--- src/rtl/snake_core_gen.sv ---
// Snake game engine: one move per tick, apple re-roll, reversal rejection.
// Define SNAKE_WRAP_EN to wrap at the grid edges instead of dying there.
module snake_core_gen #(
    parameter  int GRID_COLS = 16,
    parameter  int GRID_ROWS = 16,
    parameter  int MAX_LEN   = 9,
    parameter  int START_LEN = 3,
    parameter  int SCORE_W   = 4,
    localparam int COL_W     = $clog2(GRID_COLS),
    localparam int ROW_W     = $clog2(GRID_ROWS),
    localparam int POS_W     = ROW_W + COL_W,
    localparam int LEN_W     = $clog2(MAX_LEN + 1)
) (
    input  logic                     clk,
    input  logic                     rst,
    input  logic                     tick,
    input  logic                     up,
    input  logic                     right,
    input  logic                     left,
    input  logic                     down,
    input  logic [POS_W-1:0]         rand_num,
    output logic [MAX_LEN*POS_W-1:0] snake,
    output logic [MAX_LEN-1:0]       seg_valid,
    output logic [LEN_W-1:0]         length,
    output logic [POS_W-1:0]         apple,
    output logic [SCORE_W-1:0]       score,
    output logic                     score_flag,
    output logic                     dead_flag,
    output logic                     win_flag
);

    typedef enum logic [2:0] {
        S_IDLE,
        S_RUN,
        S_PLACE,
        S_DEAD,
        S_WIN
    } state_t;

    // Encoding chosen so the opposite direction is the bitwise inverse.
    typedef enum logic [1:0] {
        D_UP    = 2'd0,
        D_RIGHT = 2'd1,
        D_LEFT  = 2'd2,
        D_DOWN  = 2'd3
    } dir_t;

    state_t           state;
    dir_t             dir;
    dir_t             next_dir;
    logic             pending;
    logic [POS_W-1:0] seg    [MAX_LEN];
    logic [POS_W-1:0] seg_sh [MAX_LEN];

    function automatic logic [POS_W-1:0] rst_seg(input int i);
        if (i < START_LEN)
            return {ROW_W'(GRID_ROWS / 2), COL_W'(GRID_COLS / 2 - i)};
        return '0;
    endfunction

    function automatic logic [MAX_LEN-1:0] len_mask(input int n);
        logic [MAX_LEN-1:0] m;
        m = '0;
        for (int i = 0; i < MAX_LEN; i++)
            m[i] = (i < n);
        return m;
    endfunction

    for (genvar g = 0; g < MAX_LEN; g++) begin : g_out
        assign snake[g*POS_W +: POS_W] = seg[g];
    end

    logic req_v;
    dir_t req_dir;

    always_comb begin
        req_v   = 1'b1;
        req_dir = D_UP;
        if (up)
            req_dir = D_UP;
        else if (right)
            req_dir = D_RIGHT;
        else if (left)
            req_dir = D_LEFT;
        else if (down)
            req_dir = D_DOWN;
        else
            req_v = 1'b0;
        if (req_dir == dir_t'(~dir))
            req_v = 1'b0;
    end

    logic [ROW_W-1:0] h_row;
    logic [COL_W-1:0] h_col;
    logic [ROW_W-1:0] n_row;
    logic [COL_W-1:0] n_col;
    logic             at_wall;
    logic             off_grid;
    logic [POS_W-1:0] head_n;

    assign {h_row, h_col} = seg[0];

    always_comb begin
        n_row   = h_row;
        n_col   = h_col;
        at_wall = 1'b0;
        unique case (next_dir)
            D_UP: begin
                if (h_row == '0) begin
                    at_wall = 1'b1;
                    n_row   = ROW_W'(GRID_ROWS - 1);
                end else begin
                    n_row = h_row - ROW_W'(1);
                end
            end
            D_DOWN: begin
                if (h_row == ROW_W'(GRID_ROWS - 1)) begin
                    at_wall = 1'b1;
                    n_row   = '0;
                end else begin
                    n_row = h_row + ROW_W'(1);
                end
            end
            D_LEFT: begin
                if (h_col == '0) begin
                    at_wall = 1'b1;
                    n_col   = COL_W'(GRID_COLS - 1);
                end else begin
                    n_col = h_col - COL_W'(1);
                end
            end
            D_RIGHT: begin
                if (h_col == COL_W'(GRID_COLS - 1)) begin
                    at_wall = 1'b1;
                    n_col   = '0;
                end else begin
                    n_col = h_col + COL_W'(1);
                end
            end
            default: ;
        endcase
    end

`ifdef SNAKE_WRAP_EN
    assign off_grid = 1'b0;
`else
    assign off_grid = at_wall;
`endif

    assign head_n = {n_row, n_col};

    logic eat;
    logic hit;
    int   shift_len;

    assign eat       = (head_n == apple);
    assign shift_len = eat ? int'(length) + 1 : int'(length);

    // The tail cell is vacating this move, so it is excluded.
    always_comb begin
        hit = 1'b0;
        for (int i = 0; i < MAX_LEN; i++)
            if (i < int'(length) - 1 && seg[i] == head_n)
                hit = 1'b1;
    end

    always_comb begin
        for (int i = 0; i < MAX_LEN; i++) begin
            if (i >= shift_len)
                seg_sh[i] = '0;
            else if (i == 0)
                seg_sh[i] = head_n;
            else
                seg_sh[i] = seg[i-1];
        end
    end

    logic [ROW_W-1:0] c_row;
    logic [COL_W-1:0] c_col;
    logic             c_busy;
    logic             c_ok;

    assign c_row = rand_num[POS_W-1:COL_W];
    assign c_col = rand_num[COL_W-1:0];

    always_comb begin
        c_busy = 1'b0;
        for (int i = 0; i < MAX_LEN; i++)
            if (seg_valid[i] && seg[i] == rand_num)
                c_busy = 1'b1;
    end

    assign c_ok = !c_busy
               && int'(c_col) < GRID_COLS
               && int'(c_row) < GRID_ROWS;

    always_ff @(posedge clk) begin
        if (rst) begin
            state      <= S_IDLE;
            dir        <= D_RIGHT;
            next_dir   <= D_RIGHT;
            pending    <= 1'b0;
            length     <= LEN_W'(START_LEN);
            seg_valid  <= len_mask(START_LEN);
            apple      <= {ROW_W'(GRID_ROWS / 2), COL_W'(GRID_COLS - 2)};
            score      <= '0;
            score_flag <= 1'b0;
            dead_flag  <= 1'b0;
            win_flag   <= 1'b0;
            for (int i = 0; i < MAX_LEN; i++)
                seg[i] <= rst_seg(i);
        end else begin
            score_flag <= 1'b0;
            if (req_v)
                next_dir <= req_dir;
            unique case (state)
                S_IDLE: begin
                    if (req_v)
                        state <= S_RUN;
                end
                S_RUN: begin
                    if (tick || pending) begin
                        pending <= 1'b0;
                        dir     <= next_dir;
                        if (off_grid) begin
                            state     <= S_DEAD;
                            dead_flag <= 1'b1;
                        end else if (eat) begin
                            seg        <= seg_sh;
                            length     <= length + LEN_W'(1);
                            seg_valid  <= len_mask(shift_len);
                            score_flag <= 1'b1;
                            if (score != '1)
                                score <= score + SCORE_W'(1);
                            if (shift_len == MAX_LEN) begin
                                state    <= S_WIN;
                                win_flag <= 1'b1;
                            end else begin
                                state <= S_PLACE;
                            end
                        end else if (hit) begin
                            state     <= S_DEAD;
                            dead_flag <= 1'b1;
                        end else begin
                            seg <= seg_sh;
                        end
                    end
                end
                S_PLACE: begin
                    if (tick)
                        pending <= 1'b1;
                    if (c_ok) begin
                        apple <= rand_num;
                        state <= S_RUN;
                    end
                end
                S_DEAD: ;
                S_WIN: ;
                default: state <= S_IDLE;
            endcase
        end
    end

endmodule

--- config.mk ---
export PLATFORM = sky130hd
export DESIGN_NAME = snake_core_gen
export DESIGN_NICKNAME = d
export VERILOG_FILES = /design/src/rtl/snake_core_gen.sv
export SDC_FILE = /design/constraint.sdc
export NUM_CORES = 1
export LEC_CHECK = 0
export BUFFER_PORTS_ARGS = -buffer_cell sky130_fd_sc_hd__buf_2
export CAP_MARGIN = 20
export CORE_MARGIN = 1
export CORE_UTILIZATION = 40
export DETAILED_ROUTE_END_ITERATION = 6
export MAX_ROUTING_LAYER = met4
export PLACE_DENSITY = 0.66
export SLEW_MARGIN = 20
export SYNTH_ARGS = -nofsm -noshare
export SYNTH_HDL_FRONTEND = slang
export SYNTH_SLANG_ARGS = --single-unit
export TNS_END_PERCENT = 1
--- constraint.sdc ---
create_clock -name clk -period 5.1 [get_ports clk]
set_input_delay 0.255 -clock clk [delete_from_list [all_inputs] [get_ports clk]]
set_output_delay 0.255 -clock clk [all_outputs]
set_load 0.02 [all_outputs]
==> results.json <==
{
  "num_rows": 51,
  "relSlewSlack_pct": 29.9,
  "hold_viol": 0,
  "critPathMaxStageDelay_ns": 0.73,
  "fin_skew_ns": 0.0147,
  "syn_inst": 985,
  "grt_pass1_vias": 7702,
  "clkTransAtPathRegs_ns": 0.09,
  "port_buffers": 114,
  "ys_dominant_reg_cell": "dfxtp_1",
  "postCtsSetupRepairBufs": 0,
  "clk_latency_ns": 0.37,
  "cts_max_path_buffers": 2,
  "crit_type": "reg2reg",
  "worst_pin_slew_ns": 1.04,
  "r2r_end": "snake[50]",
  "cts_num_sinks": 108,
  "rrSetupSlack_ns": 0.45,
  "vdd_drop_max_mv": 0.166,
  "crit_chain": "inv_1 > ha_1 > nand4bb_1 > a21oi_1 > buf_4 > nand2_1 > xnor2_1 > or4_1 > o32ai_1 > or4b_4 > o41ai_4 > buf_4 > o32ai_1",
  "leakage_uw": 0.00368,
  "grt_pass1_wl_um": 50600,
  "worstRegToRegCells": 13,
  "synth-seq-cells": 108,
  "cts_hold_buffers": 0,
  "dp.cells": 1330,
  "drt-total-wl_um": 34600,
  "cp-start-kind": "flop",
  "required_ns": 5.30,
  "netlist_area_mm2": 0.00803,
  "max_freq_mhz": 215,
  "cp_slowest_cell": "buf_4",
  "setup_tns_ns": 0,
  "status": "complete, no violations",
  "vias": 8677,
  "yosysWarnings": 0,
  "critPathMaxFanout": 72,
  "grt_remaining_overflow": 0,
  "fin_cells": 1346,
  "via_per_inst": 6.45,
  "die_area_mm2": 0.0206,
  "dp_hpwl_um": 25300,
  "ys_seq_area_share_pct": 29.9,
  "wl_per_cell_um": 25.7,
  "synth_edf_count": 24,
  "initial_core_util_pct": 41.0,
  "nets": 1102,
  "synthArstFlopShare_pct": 0,
  "cts.repair.resized": 0,
  "finalSetupViolations": 0,
  "syn_to_final_growth_pct": 15.1,
  "hold_end": "next_dir[0]",
  "grt_max_degree": 73,
  "die_height_um": 144,
  "end_kind": "flop",
  "rsz0062_at_grt": "false",
  "hold_path_depth": 2,
  "power.density_mw_per_mm2": 264,
  "core_mm2": 0.0196,
  "tritoncts": "done",
  "grt_antenna_before_repair": 0,
  "drtIter0Drc": 1010,
  "grt_use_total_pct": 34.8,
  "ant_nets": 0,
  "avgSynthCellArea_um2": 8.15,
  "maxCapViolCount": 0,
  "period_needed_ns": 4.65,
  "arrival_ns": 4.85,
  "drc": 0,
  "h-tree-depth": 3,
  "firstDrtPassIters": 7,
  "cts_root_buf": "clkbuf_16",
  "die_w_um": 144,
  "final_common_cell": "buf_2",
  "syn_nets": 1011,
  "io_pins": 115,
  "hold_start": "up",
  "layout_common_cells": "114 x buf_2, 89 x xor2_1, 84 x inv_1, 84 x dfxtp_1, 69 x nor2_1",
  "synth_cell_types": 80,
  "final_layout_size_suffix_gt1_share_pct": 17.6,
  "fin_crit_sh_pct": 91.1,
  "gp_congestion": 1.07,
  "insertedDiodeCount": 0,
  "hold_path.class": "in2reg",
  "cts_buffers": 9,
  "r2r_start": "snake[5]",
  "slew_violations": 0
}
per-layer routing:
layer	up-vias	track usage, %	wire, um
met3	106	7.06	3780
li1	3811	-	-
met1	4178	46.8	14600
met2	582	50.2	14700
met4	0	15.3	1580
met5	-	-	0
per-stage QoR:
stage	area, um2	hold slack (ns)	util (%)	worst slack [ns]	power (uW)
finish	9250	0.187	47.2	0.451	2440
global route	9250	0.185	47.2	0.290	2510
CTS	9250	0.189	47.2	0.565	2410
detailed placement	8920	0.436	45.5	0.614	1620
global placement	8910	0.432	45.5	0.572	1620
floorplan	8030	0.424	-	0.972	1390
worst max path at each step:
stage | slack, ns | endpoint | cells after the start | startpoint
6_report | 0.45 | snake[50] | 13 | snake[5]
5_1_grt | 0.29 | snake[62] | 13 | snake[5]
4_1_cts | 0.57 | snake[50] | 12 | snake[5]
3_5_place_dp | 0.61 | snake[3] | 11 | snake[5]
3_3_place_gp | 0.57 | snake[3] | 11 | snake[5]
2_1_floorplan | 0.97 | snake[0] | 13 | snake[5]
cell type report:
type,instances,area [um2]
fillers,1966,10300
well taps,265,332
clock inverters,5,85.1
multi-input cells,720,4990
flip-flops and latches,108,2400
inverters,84,315
repair buffers,153,876
clock buffers,11,243
cell families (layout without fill, tap and decap cells):
kind of cell | Yosys count | after routing | share of synthesized area (%)
simple gates | 283 | 283 | 18.2
buf+inv | 157 | 253 | 8.05
compound gates | 275 | 275 | 25.2
mux | 23 | 23 | 2.96
flops | 108 | 108 | 29.9
fa+ha+maj | 11 | 11 | 1.71
xor+xnor | 128 | 128 | 14.0
power breakdown:
| part | switching [uW] | leakage [uW] | internal (uW) |
|---|---|---|---|
| clock network | 361 | 0.000162 | 449 |
| registers | 54.5 | 0.000924 | 901 |
| logic | 441 | 0.00259 | 231 |
| total | 857 | 0.00368 | 1580 |
worst max-delay path, delay by kind of cell (launching register included):
family / cells / cell delay, ns
flops: 1 / 0.39
fa+ha+maj: 1 / 0.29
simple gates: 4 / 1.45
xor+xnor: 1 / 0.25
compound gates: 4 / 0.88
buf+inv: 3 / 1.17
cells in the mapped netlist (9+ instances only):
cell | n | share of area (%)
nand3_1 | 25 | 1.6
nor4_1 | 18 | 1.4
buf_1 | 9 | 0.42
edfxtp_1 | 24 | 9.0
buf_2 | 16 | 1.0
a21oi_1 | 49 | 3.1
a21o_1 | 10 | 0.93
o32ai_1 | 53 | 5.8
dfxtp_1 | 84 | 21
o21ai_0 | 38 | 2.4
nand2_1 | 50 | 2.3
nor2_1 | 69 | 3.2
mux2i_1 | 17 | 2.1
nor2b_1 | 11 | 0.86
nor3_1 | 34 | 2.1
nand2b_1 | 15 | 1.2
a211oi_1 | 14 | 1.3
nand4_1 | 23 | 1.8
xor2_1 | 89 | 9.7
ha_1 | 11 | 1.7
inv_1 | 84 | 3.9
o22ai_1 | 12 | 0.93
clkbuf_1 | 41 | 1.9
xnor2_1 | 39 | 4.3
state kept, by name, indices dropped and copies added (netlist names), 2 cells and up:
| name | flops |
|---|---|
| state | 3 |
| length | 4 |
| apple | 8 |
| next_dir | 2 |
| dir | 2 |
| snake | 72 |
| seg_valid | 9 |
| score | 4 |
(Power assumes the default switching activity.)
